==> config.mk <==
export PLATFORM = sky130hd
export DESIGN_NAME = lstm_act_unit
export DESIGN_NICKNAME = d
export VERILOG_FILES = /design/src/rtl/lstm_act_pkg.sv /design/src/rtl/lstm_act_pwl.sv /design/src/rtl/lstm_act_unit.sv
export SDC_FILE = /design/constraint.sdc
export NUM_CORES = 1
export LEC_CHECK = 0
export CAP_MARGIN = 20
export CELL_PAD_IN_SITES_DETAIL_PLACEMENT = 1
export CELL_PAD_IN_SITES_GLOBAL_PLACEMENT = 1
export CORE_AREA = 3 3 81 83
export CTS_CLUSTER_DIAMETER = 120
export DETAILED_ROUTE_END_ITERATION = 10
export DIE_AREA = 0 0 84 86
export HOLD_SLACK_MARGIN = 0.08
export PLACE_DENSITY = 0.56
export REMOVE_ABC_BUFFERS = 1
export SYNTH_ARGS = -nofsm -noshare
export SYNTH_HDL_FRONTEND = slang
export SYNTH_SLANG_ARGS = --single-unit
==> constraint.sdc <==
create_clock -name clk -period 2.85 [get_ports clk]
set_clock_uncertainty 0.15 [all_clocks]
set_input_delay 0.4275 -clock clk [delete_from_list [all_inputs] [get_ports clk]]
set_output_delay 0.4275 -clock clk [all_outputs]
set_load 0.02 [all_outputs]
==> src/rtl/lstm_act_pkg.sv <==
`default_nettype none
// +----------------------------------------------------------------------+
// | lstm_act_pkg                                                         |
// | Shared types and helpers for the LSTM activation unit.               |
// | Revision: 1.0 - initial release                                      |
// +----------------------------------------------------------------------+
package lstm_act_pkg;

  localparam logic [2:0] ST_IDLE      = 3'd0;
  localparam logic [2:0] ST_FILL      = 3'd1;
  localparam logic [2:0] ST_FILL_DONE = 3'd2;
  localparam logic [2:0] ST_RUN       = 3'd3;
  localparam logic [2:0] ST_RUN_DONE  = 3'd4;

  typedef enum logic [2:0] {
    S_IDLE      = ST_IDLE,
    S_FILL      = ST_FILL,
    S_FILL_DONE = ST_FILL_DONE,
    S_RUN       = ST_RUN,
    S_RUN_DONE  = ST_RUN_DONE
  } state_e;

  typedef enum logic {
    ACT_SIGMOID = 1'b0,
    ACT_TANH    = 1'b1
  } act_mode_e;

  // Fixed-point representation of 1.0 for a given number of fraction bits.
  function automatic int one(input int frac);
    return 1 << frac;
  endfunction

  // Clamp x into the closed range [lo, hi].
  function automatic int sat_int(input int x, input int lo, input int hi);
    if (x < lo) return lo;
    if (x > hi) return hi;
    return x;
  endfunction

endpackage
`default_nettype wire

==> src/rtl/lstm_act_pwl.sv <==
`default_nettype none
// +----------------------------------------------------------------------+
// | lstm_act_pwl                                                         |
// | Combinational piecewise-linear activation: hard-sigmoid / hard-tanh. |
// | Revision: 1.0 - initial release                                      |
// +----------------------------------------------------------------------+
module lstm_act_pwl
  import lstm_act_pkg::*;
#(
  parameter int WIDTH = 8,
  parameter int FRAC  = 4
) (
  input  logic signed [WIDTH-1:0] x,
  input  act_mode_e               mode,
  output logic signed [WIDTH-1:0] y
);

  localparam int                    ONE  = one(FRAC);
  localparam logic signed [WIDTH:0] HALF = (WIDTH+1)'(ONE / 2);

  logic signed [WIDTH:0] x_ext;
  logic signed [WIDTH:0] sum;
  int                    y_full;

  // One extra bit of headroom so x/4 + 0.5 can never wrap before clamping.
  always_comb begin
    x_ext  = {x[WIDTH-1], x};
    sum    = (mode == ACT_TANH) ? x_ext : ((x_ext >>> 2) + HALF);
    y_full = (mode == ACT_TANH) ? sat_int(32'(sum), -ONE, ONE)
                                : sat_int(32'(sum), 0, ONE);
    y      = WIDTH'(y_full);
  end

endmodule
`default_nettype wire

==> src/rtl/lstm_act_unit.sv <==
`default_nettype none
// +----------------------------------------------------------------------+
// | lstm_act_unit                                                        |
// | Loads DEPTH operands from ROM, applies a run-time selected hard      |
// | activation and streams the results to RAM.                           |
// | Revision: 1.0 - initial release                                      |
// +----------------------------------------------------------------------+
module lstm_act_unit
  import lstm_act_pkg::*;
#(
  parameter int WIDTH = 8,
  parameter int FRAC  = 4,
  parameter int DEPTH = 2,
  parameter int AW    = (DEPTH > 1) ? $clog2(DEPTH) : 1
) (
  input  logic             clk,
  input  logic             rst,
  input  logic             fill,
  input  logic             req,
  input  logic             mode,
  output logic             ack_fill,
  output logic             ack_network,
  output logic             rom_trig_r,
  output logic [AW-1:0]    rom_abus_r,
  input  logic [WIDTH-1:0] rom_dbus_r,
  output logic             ram_trig_w,
  output logic [AW-1:0]    ram_abus_w,
  output logic [WIDTH-1:0] ram_dbus_w
);

  localparam logic [AW-1:0] LAST = AW'(DEPTH - 1);

  state_e                  state;
  logic                    issue_act;   // address counter is sweeping
  logic [AW-1:0]           cnt;         // address being issued this cycle
  logic                    dly_vld;     // issue_act delayed by one cycle
  logic [AW-1:0]           dly_addr;    // cnt delayed by one cycle
  logic signed [WIDTH-1:0] op_buf [DEPTH];
  logic signed [WIDTH-1:0] pipe_data;
  act_mode_e               mode_q;
  logic signed [WIDTH-1:0] act_y;

  lstm_act_pwl #(
    .WIDTH (WIDTH),
    .FRAC  (FRAC)
  ) u_pwl (
    .x    (pipe_data),
    .mode (mode_q),
    .y    (act_y)
  );

  // FSM, address sweep, operand buffer and run pipeline register.
  // The delayed address doubles as the ROM capture index in FILL and as
  // the RAM write index in RUN, since both lag the issued address by one.
  always_ff @(posedge clk) begin
    if (rst) begin
      state     <= S_IDLE;
      issue_act <= 1'b0;
      cnt       <= '0;
      dly_vld   <= 1'b0;
      dly_addr  <= '0;
      pipe_data <= '0;
      mode_q    <= ACT_SIGMOID;
      for (int k = 0; k < DEPTH; k++) op_buf[k] <= '0;
    end else begin
      dly_vld  <= issue_act;
      dly_addr <= cnt;
      if (issue_act) begin
        if (cnt == LAST) issue_act <= 1'b0;
        else             cnt       <= cnt + 1'b1;
      end

      case (state)
        S_IDLE: begin
          if (fill) begin
            state     <= S_FILL;
            issue_act <= 1'b1;
            cnt       <= '0;
          end else if (req) begin
            state     <= S_RUN;
            issue_act <= 1'b1;
            cnt       <= '0;
            mode_q    <= act_mode_e'(mode);
          end
        end
        S_FILL: begin
          if (dly_vld) begin
            op_buf[dly_addr] <= rom_dbus_r;
            if (dly_addr == LAST) state <= fill ? S_FILL_DONE : S_IDLE;
          end
        end
        S_FILL_DONE: begin
          if (!fill) state <= S_IDLE;
        end
        S_RUN: begin
          if (issue_act) pipe_data <= op_buf[cnt];
          if (dly_vld && (dly_addr == LAST)) state <= req ? S_RUN_DONE : S_IDLE;
        end
        S_RUN_DONE: begin
          if (!req) state <= S_IDLE;
        end
        default: state <= S_IDLE;
      endcase
    end
  end

  // Outputs are decoded from registered state and forced to zero when idle.
  assign rom_trig_r  = issue_act && (state == S_FILL);
  assign rom_abus_r  = rom_trig_r ? cnt : '0;
  assign ram_trig_w  = dly_vld && (state == S_RUN);
  assign ram_abus_w  = ram_trig_w ? dly_addr : '0;
  assign ram_dbus_w  = ram_trig_w ? act_y : '0;
  assign ack_fill    = (state == S_FILL_DONE);
  assign ack_network = (state == S_RUN_DONE);

endmodule
`default_nettype wire

==> reports/metrics.csv, run 1 <==
stage;metric;value;unit
critical_path;reg2reg_from;state[0];
drt;vias;1310;
final_layout;final_common_cell;clkdlybuf4s50_1;
floorplan;fp.dieW;84;um
worst_hold_path;whs_endpoint;issue_act;
power;powerDensity;466;mW/mm^2
clocking;cts_tree;done;
drt;wl_met2;1940;um
clocking;clk_latency;290;ps
critical_path;r2r_slack;1070;ps
critical_path;worst_ep_arrival_time;2150;ps
placed_design;gp_congestion;0.798;
floorplan;die_area;0.00722;sq mm
drt;wl_met3;121;um
placed_design;dp_hpwl;2990;um
timing;finalSetupTns;0;ps
timing;timing.final.crit_share;95.8;%
critical_path;cp-end-kind;primary output;
drt;ant_nets;0;
run;max_cap_viol_count;0;
clocking;cts_made_buffers;5;
critical_path;required;2270;ps
final_layout;fin_nets;212;
timing;relSlewSlack;61.0;%
global_route;grt_max_degree;17;
worst_hold_path;hp-start;issue_act;
timing;fmax;366;MHz
synthesis;async_flop_share;0;%
floorplan;row_count;28;
worst_hold_path;hold_path_depth;2;
synthesis;synth.distinct_cells;41;
worst_hold_path;hp-class;flop to flop;
synthesis;ys_ff_latch;32;
drt;first_iter_violations;47;
drt;wl_met1;1830;um
final_layout;multi_input_area;860;sq um
synthesis;synth.avg_cell_area;10.3;sq um
floorplan;initial_core_util;28.5;%
final_layout;diodes;0;
critical_path;path_class;flop to primary output;
clocking;htreeDepth;2;
critical_path;crit_chain;ha_2 > mux2i_2 > nand3_1 > ha_1 > inv_1 > a41oi_4 > nor3_2 > clkbuf_2;
timing;hold_viol_final;0;
floorplan;fp.dieH;86;um
clocking;cts.clk_slew.worst_paths;70;ps
global_route;grt_pass1_wl;6670;um
critical_path;crit_path_max_incr_delay;350;ps
critical_path;crit_slowest_cell;dfxtp_1;
synthesis;synth_edf_count;16;
clocking;cts_buffer_depth;2;
timing;tightest_slew;585;ps
critical_path;worstSetupStartpointType;flop;
drt;wl_per_cell;14.5;um
timing;fin_hold_ws;371;ps
power;max-vdd-ir-drop;0.278;mV
placed_design;port_buffers;26;
global_route;antenna_found_initial;0;
critical_path;cp.buffers_inverters;2;
drt;avgViaCountPerCell;4.80;
drt;drc;0;
power;power_leakage;0.754;nW
global_route;grt_usage;11.8;%
floorplan;core;0.00592;sq mm
final_layout;n_fill_cell;663;
clocking;ctsHoldBuffers;0;
synthesis;synth-seq-area-share;47.5;%
final_layout;final_cell_mix;clkdlybuf4s50_1, and2_1, edfxtp_1;
global_route;grt_pass1_vias;1351;
synthesis;yosys_most_used_dff;edfxtp_1;
timing;final_max_slew_viol_count;0;
timing;setup_viol;0;
drt;topRoutingLayerUsed;met4;
synthesis;syn_area;0.00169;sq mm
timing;min_period;2730;ps
critical_path;r2r-end;pipe_data[0];
final_layout;areaGrowthSynthToFinish;29.7;%
clocking;numClockSinks;32;
final_layout;seqCellArea;802;sq um
critical_path;reg2regPathDepth;4;
critical_path;worst-path-max-fanout;3;
final_layout;drive_gt1_share;20.2;%
status;outcome;completed;
drt;first_pass_iters;4;
synthesis;synth_cells;163;
synthesis;yosysWarningCount;0;
critical_path;crit_family;adder cells;
clocking;cts-root-buf;clkbuf_8;
global_route;gr-total-overflow;0;
floorplan;ios;27;
drt;routed_wl;3970;um
[tightest hold or removal path: stages (launching register included)]
cell and delay, ps:
dfxtp_1 330, nand2b_1 80, a21oi_1 60
[state kept, by name (all words and copies together) (netlist names)]
signal	count
dly_vld	1
cnt	1
pipe_data	8
issue_act	1
dly_addr	1
state	3
mode_q	1
op_buf	16
[where the power goes]
| part | internal (mW) | switching [mW] |
|---|---|---|
| registers | 0.505 | 0.0195 |
| clock network | 0.173 | 0.181 |
| logic | 0.0683 | 0.0734 |
| total | 0.746 | 0.274 |
[worst max-delay path by stage]
stage	startpoint	endpoint	slack (ps)	cells after the start
CTS	pipe_data[5]	ram_dbus_w[0]	-50	8
global placement	pipe_data[5]	ram_dbus_w[0]	80	8
floorplan	pipe_data[5]	ram_dbus_w[0]	310	8
finish	pipe_data[5]	ram_dbus_w[0]	120	8
global route	pipe_data[5]	ram_dbus_w[0]	-30	8
detailed placement	pipe_data[5]	ram_dbus_w[2]	-30	8
[logic make-up (layout without fill, tap and decap cells)]
logic type	after synthesis	in the layout	share of synthesized area, %
buffers and inverters	14	49	4.75
xor gates and xnor gates	1	1	0.519
DFF	32	32	47.5
and+or+nand+nor	73	73	26.1
adders and majority gates	2	2	1.48
muxes	13	13	7.71
AOI/OAI and AO/OA	28	28	11.9
[final cells by class]
type,instances,share of cell area (%)
Sequential cell,32,36.7
Multi-Input combinational cell,117,39.3
Clock buffer,5,3.15
Timing Repair Buffer,38,15.0
Tap cell,75,4.29
Inverter,3,0.515
Clock inverter,3,1.09
[cell usage after synthesis (all sizes together), types with 2 or more instances]
library cell	n	share of area [%]
nor3	6	1.8
and3	3	1.1
and2	18	6.7
buf	7	3.2
o21ai	3	0.89
nor3b	7	3.1
mux2i	13	7.7
clkbuf	4	0.89
nor2b	4	1.6
nand2b	4	1.5
nand2	8	1.8
a211oi	9	4.6
nand3	3	0.89
edfxtp	16	28
inv	3	0.67
nand3b	2	0.89
or2	2	0.74
o31ai	2	0.89
dfxtp	16	19
ha	2	1.5
nor2	12	2.8
a21oi	6	1.8
[through the flow]
step	cells	util [%]	area, sq um	power [mW]	worst slack [ps]
finish	273	36.9	2190	1.02	121
global route	273	36.9	2190	1.08	-31.2
CTS	272	36.1	2140	1.03	-51.4
detailed placement	264	34.7	2050	0.670	-32.8
global placement	264	34.7	2050	0.664	84.9
floorplan	152	-	1620	0.607	311
[routing by layer]
metal / vias to the layer above / global-route usage, %
met3: 5 / 3.36
met4: 0 / 5.26
met2: 20 / 19.8
met5: - / 0
li1: 661 / -
met1: 624 / 14.1
[timing repair]
action                                  in CTS  in global routing
endpoints found under the setup margin       6                  4
resized for setup                            8                 19
setup buffers                                0                  1
pin swaps                                    0                  1
cloned                                       0                  0
Power figures use the tool's default switching activity.
==> inputs of run 2 (changes only) <==
--- a/config.mk
+++ b/config.mk
@@ -5,6 +5,7 @@
 export SDC_FILE = /design/constraint.sdc
 export NUM_CORES = 1
 export LEC_CHECK = 0
+export ABC_CLOCK_PERIOD_IN_PS = 2850
 export CAP_MARGIN = 20
 export CELL_PAD_IN_SITES_DETAIL_PLACEMENT = 1
 export CELL_PAD_IN_SITES_GLOBAL_PLACEMENT = 1
@@ -12,6 +13,7 @@
 export CTS_CLUSTER_DIAMETER = 120
 export DETAILED_ROUTE_END_ITERATION = 10
 export DIE_AREA = 0 0 84 86
+export GPL_TIMING_DRIVEN = 0
 export HOLD_SLACK_MARGIN = 0.08
 export PLACE_DENSITY = 0.56
 export REMOVE_ABC_BUFFERS = 1
==> run 2 against run 1 <==
Compared with the run above: routed wire length is 2.1% lower; combinational power is 15% lower; cell count is 4.0% lower; non-clock buffer count is 11 lower; register-to-register slack worse by 340 ps; highest routed layer unchanged.
==> reports/metrics.csv, run 2 (synthesized netlist as in run 1, its figures left out) <==
stage;metric;value;unit
final_layout;largestRegisters;op_buf (16), pipe_data (8), state (3);
floorplan;core;0.00592;sq mm
clocking;clk_latency;280;ps
timing;tightest_slew;813;ps
drt;avgViaCountPerCell;4.79;
timing;fmax;368;MHz
global_route;grt_usage;11.4;%
clocking;cts_made_buffers;5;
global_route;grt_pass1_wl;6550;um
timing;hold_viol_final;0;
clocking;cts-root-buf;clkbuf_8;
timing;rsz0062_at_grt;no;
clocking;cts_buffer_depth;2;
critical_path;crit_chain;ha_2 > mux2i_1 > nand3_1 > ha_1 > nor3_1 > dlygate4sd2_1;
critical_path;crit_slowest_cell;dfxtp_4;
final_layout;fin_cells;262;
clocking;htreeDepth;2;
final_layout;final_common_cell;clkdlybuf4s50_1;
critical_path;cp.buffers_inverters;1;
global_route;grt_max_degree;20;
global_route;top_usage_layer;met2;
worst_hold_path;hp-class;flop to flop;
final_layout;final_cell_mix;clkdlybuf4s50_1, and2_1, edfxtp_1;
placed_design;place.detailed.instances;253;
placed_design;dp_hpwl;2870;um
floorplan;die_area;0.00722;sq mm
floorplan;initial_core_util;28.5;%
timing;relSlewSlack;45.6;%
global_route;grt_use_met3;3.46;%
timing;setup_viol;0;
power;p_sw;250;uW
power;max-vdd-ir-drop;0.279;mV
drt;first_iter_violations;35;
drt;wl_per_cell;14.8;um
power;p_clk_share;38.8;%
clocking;cts.clk_slew.worst_paths;60;ps
status;outcome;completed;
placed_design;dpl-instance-area;0.00197;sq mm
timing;timing.final.crit_share;95.3;%
drt;first_pass_iters;4;
power;power.internal;819;uW
critical_path;crit_path_max_incr_delay;410;ps
clocking;cts_tree;done;
global_route;grt_use_met2;20.2;%
drt;drc;0;
clocking;numClockSinks;32;
critical_path;cp-end-kind;primary output;
power;power_frac_seq;50.0;%
critical_path;path_class;flop to primary output;
timing;fin_hold_ws;350;ps
final_layout;areaGrowthSynthToFinish;25.7;%
final_layout;largest_register_ff_count;16;
final_layout;diodes;0;
drt;vias;1255;
critical_path;worstSetupStartpointType;flop;
timing;min_period;2720;ps
drt;routed_wl;3890;um
critical_path;crit_family;adder cells;
floorplan;fp.dieH;86;um
clocking;ctsHoldBuffers;0;
drt;ant_nets;0;
global_route;grt_pass1_vias;1388;
global_route;use_met1;13.4;%
final_layout;drive_gt1_share;16.6;%
critical_path;worst-path-max-fanout;10;
power;finalPower;1.07;mW
timing;final_max_slew_viol_count;0;
placed_design;port_buffers;26;
critical_path;worst_ep_arrival_time;2140;ps
run;max_cap_viol_count;0;
global_route;antenna_found_initial;0;
floorplan;row_count;28;
power;switching_share;23.4;%
final_layout;top_register;op_buf;
power;p_comb_share;11.3;%
final_layout;fin_nets;201;
power;power_leakage;0.727;nW
final_layout;finalInstanceArea;0.00212;sq mm
critical_path;required;2270;ps
placed_design;gp_congestion;0.747;
global_route;gr-total-overflow;0;
floorplan;ios;27;
timing;finalSetupTns;0;ps
power;powerDensity;504;mW/mm^2
floorplan;fp.dieW;84;um
[run 2: power groups by stage]
stage,Combinational [mW],Clock (mW),Sequential [mW]
2_1_floorplan,0.0712,0,0.536
3_3_place_gp,0.111,0,0.544
3_5_place_dp,0.115,0,0.545
4_1_cts,0.118,0.430,0.535
5_1_grt,0.132,0.452,0.540
6_report,0.120,0.415,0.534
[run 2: tightest hold or removal path, cell delays in order, from the launching register on]
cell	delay, ps
dfxtp_1	330
nand2b_1	70
a21oi_1	60
[run 2: metal layers]
layer | routed length [um] | part of all wire (%) | vias to the layer above
li1 | - | - | 636
met1 | 1730 | 45 | 592
met2 | 1940 | 50 | 23
met3 | 179 | 4.6 | 4
met4 | 31 | 0.80 | 0
met5 | 0 | 0 | -
[run 2: final cells by class]
type,count,area (sq um)
tap,75,93.8
fill,666,3800
sequential,32,811
clock inverter,3,37.5
inverter,3,11.3
timing repair buffer,27,251
multi-input combinational,117,847
clock buffer,5,68.8
[run 2: stage by stage]
| stage | setup WS [ps] | utilization, % |
|---|---|---|
| 5_1_grt | 1.33 | 35.8 |
| 4_1_cts | 8.00 | 35.3 |
| 6_report | 134 | 35.8 |
| 3_3_place_gp | -194 | 33.3 |
| 2_1_floorplan | 311 | - |
| 3_5_place_dp | -299 | 33.3 |
[run 2: repair_timing]
item	CTS	global route
endpoints found under the setup margin	7	7
gates resized for setup	25	16
pin swaps	1	2
setup buffers	1	0
[run 2: worst paths after layout]
check | slack (ps) | end | depth (start not counted) | start
worst max-delay path | 130 | ram_dbus_w[3] | 6 | pipe_data[5]
worst min-delay path | 350 | issue_act | 2 | issue_act
worst max register to register | 730 | op_buf[0][6] | 3 | state[2]
worst min register to register | 350 | issue_act | 2 | issue_act
==> inputs of run 3 (changes only) <==
==> constraint.sdc (replaced) <==
create_clock -name clk -period 2.85 [get_ports clk]
set_clock_uncertainty 0.15 [all_clocks]
set_input_delay 0.57 -clock clk [delete_from_list [all_inputs] [get_ports clk]]
set_output_delay 0.57 -clock clk [all_outputs]
set_load 0.02 [all_outputs]
==> run 3 against run 2 <==
Compared with the run above: worst hold slack got worse by 1.5 ps; critical path depth is 5 higher; first-iteration DRC count stayed put; sequential share of layout area decreased by 1.1 points; global-route usage increased by 0.16 points; via count up 2.5%; highest routed layer unchanged; combinational power increased by 7%; core utilization grew 1.1 points; die area unchanged.
==> reports/metrics.csv, run 3 (synthesized netlist as in run 1, its figures left out) <==
stage;metric;value;unit
status;outcome;completed;
clocking;cts.clk_slew.worst_paths;60;ps
final_layout;fin_cells;269;
critical_path;crit_slowest_cell;dfxtp_4;
placed_design;gp_congestion;0.747;
timing;timing.final.crit_share;98.6;%
final_layout;largest_register_ff_count;16;
power;power_leakage;0.744;nW
clocking;cts_tree;done;
final_layout;drive_gt1_share;20.6;%
final_layout;diodes;0;
final_layout;final_cell_mix;clkdlybuf4s50_1, and2_1, edfxtp_1;
drt;ant_nets;0;
clocking;cts_made_buffers;5;
clocking;clk_latency;280;ps
floorplan;fp.dieH;86;um
critical_path;crit_path_max_incr_delay;380;ps
critical_path;crit_family;buffers and inverters;
timing;tightest_slew;862;ps
clocking;numClockSinks;32;
final_layout;largestRegisters;op_buf (16), pipe_data (8), state (3);
clocking;cts_buffer_depth;2;
floorplan;initial_core_util;28.5;%
timing;min_period;2810;ps
critical_path;path_class;flop to primary output;
timing;hold_viol_final;0;
timing;rsz0062_at_grt;yes;
timing;final_max_slew_viol_count;0;
final_layout;final_common_cell;clkdlybuf4s50_1;
floorplan;fp.dieW;84;um
critical_path;cp-end-kind;primary output;
global_route;grt_max_degree;20;
final_layout;areaGrowthSynthToFinish;29.7;%
global_route;grt_pass1_vias;1413;
drt;vias;1286;
critical_path;worstSetupStartpointType;flop;
drt;first_pass_iters;4;
floorplan;die_area;0.00722;sq mm
critical_path;crit_chain;ha_4 > nand4_1 > o211ai_1 > buf_4 > buf_4 > buf_4 > buf_4 > buf_4 > a41oi_4 > nor3_1 > buf_4;
placed_design;dp_hpwl;2870;um
final_layout;top_register;op_buf;
global_route;grt_usage;11.5;%
placed_design;port_buffers;26;
global_route;grt_pass1_wl;6660;um
final_layout;fin_nets;208;
timing;setup_viol;0;
drt;wl_per_cell;15.2;um
run;max_cap_viol_count;0;
drt;drc;0;
power;max-vdd-ir-drop;0.281;mV
clocking;cts-root-buf;clkbuf_8;
global_route;gr-total-overflow;0;
floorplan;core;0.00592;sq mm
floorplan;ios;27;
clocking;htreeDepth;2;
timing;fin_hold_ws;348;ps
critical_path;required;2130;ps
timing;fmax;356;MHz
critical_path;cp_common_cell;buf_4;
placed_design;place.detailed.instances;253;
drt;first_iter_violations;35;
global_route;antenna_found_initial;0;
worst_hold_path;hp-class;flop to flop;
final_layout;finalInstanceArea;0.00219;sq mm
critical_path;cp.buffers_inverters;6;
critical_path;worst_ep_arrival_time;2090;ps
drt;routed_wl;4080;um
placed_design;dpl-instance-area;0.00197;sq mm
timing;relSlewSlack;42.4;%
floorplan;row_count;28;
drt;avgViaCountPerCell;4.78;
power;powerDensity;493;mW/mm^2
critical_path;worst-path-max-fanout;7;
## run 3: routing by layer
layer | vias up | GRT usage [%] | part of all wire, %
li1 | 646 | - | -
met1 | 617 | 13.6 | 45
met2 | 21 | 20.6 | 51
met3 | 2 | 3.46 | 3.6
met4 | 0 | 2.92 | 0.20
met5 | - | 0 | 0
## run 3: stage by stage
stage	TNS, ps	worst slack, ps	power [mW]	util, %
after floorplan	0	168	0.607	-
after global placement	-3170	-336	0.655	33.3
after detailed placement	-4890	-441	0.661	33.3
after CTS	0	7.04	1.08	35.9
after global routing	-66.3	-34.8	1.13	37.0
final	0	41.0	1.08	37.0
## run 3: final timing paths
kind	startpoint	endpoint	slack, ps	cells past startpoint
worst min register to register	issue_act	issue_act	350	2
worst min-delay path	issue_act	issue_act	350	2
worst max register to register	state[1]	op_buf[1][5]	870	3
worst max-delay path	pipe_data[6]	ram_dbus_w[1]	40	11
## run 3: layout make-up
cell class	instances	area, sq um
repair buffers	34	297
multi-input cells	117	867
inverters	3	11.3
well taps	75	93.8
clock inverters	3	37.5
clock buffers	5	68.8
flip-flops and latches	32	813
fillers	663	3730
## run 3: repair_timing
| item | CTS | global route |
|---|---|---|
| setup buffers | 4 | 4 |
| pin swaps | 2 | 6 |
| hold buffers | 0 | 0 |
| setup endpoints to repair | 7 | 17 |
| resized for setup | 31 | 19 |
## run 3: tightest hold or removal path, cell delays in order, from the launching register on
cell	delay (ps)
dfxtp_1	330
nand2b_1	70
a21oi_1	60
## run 3: power by group
group / switching (mW) / total [mW] / internal, mW
clock network: 0.163 / 0.417 / 0.254
logic: 0.0632 / 0.128 / 0.0648
registers: 0.0308 / 0.534 / 0.503
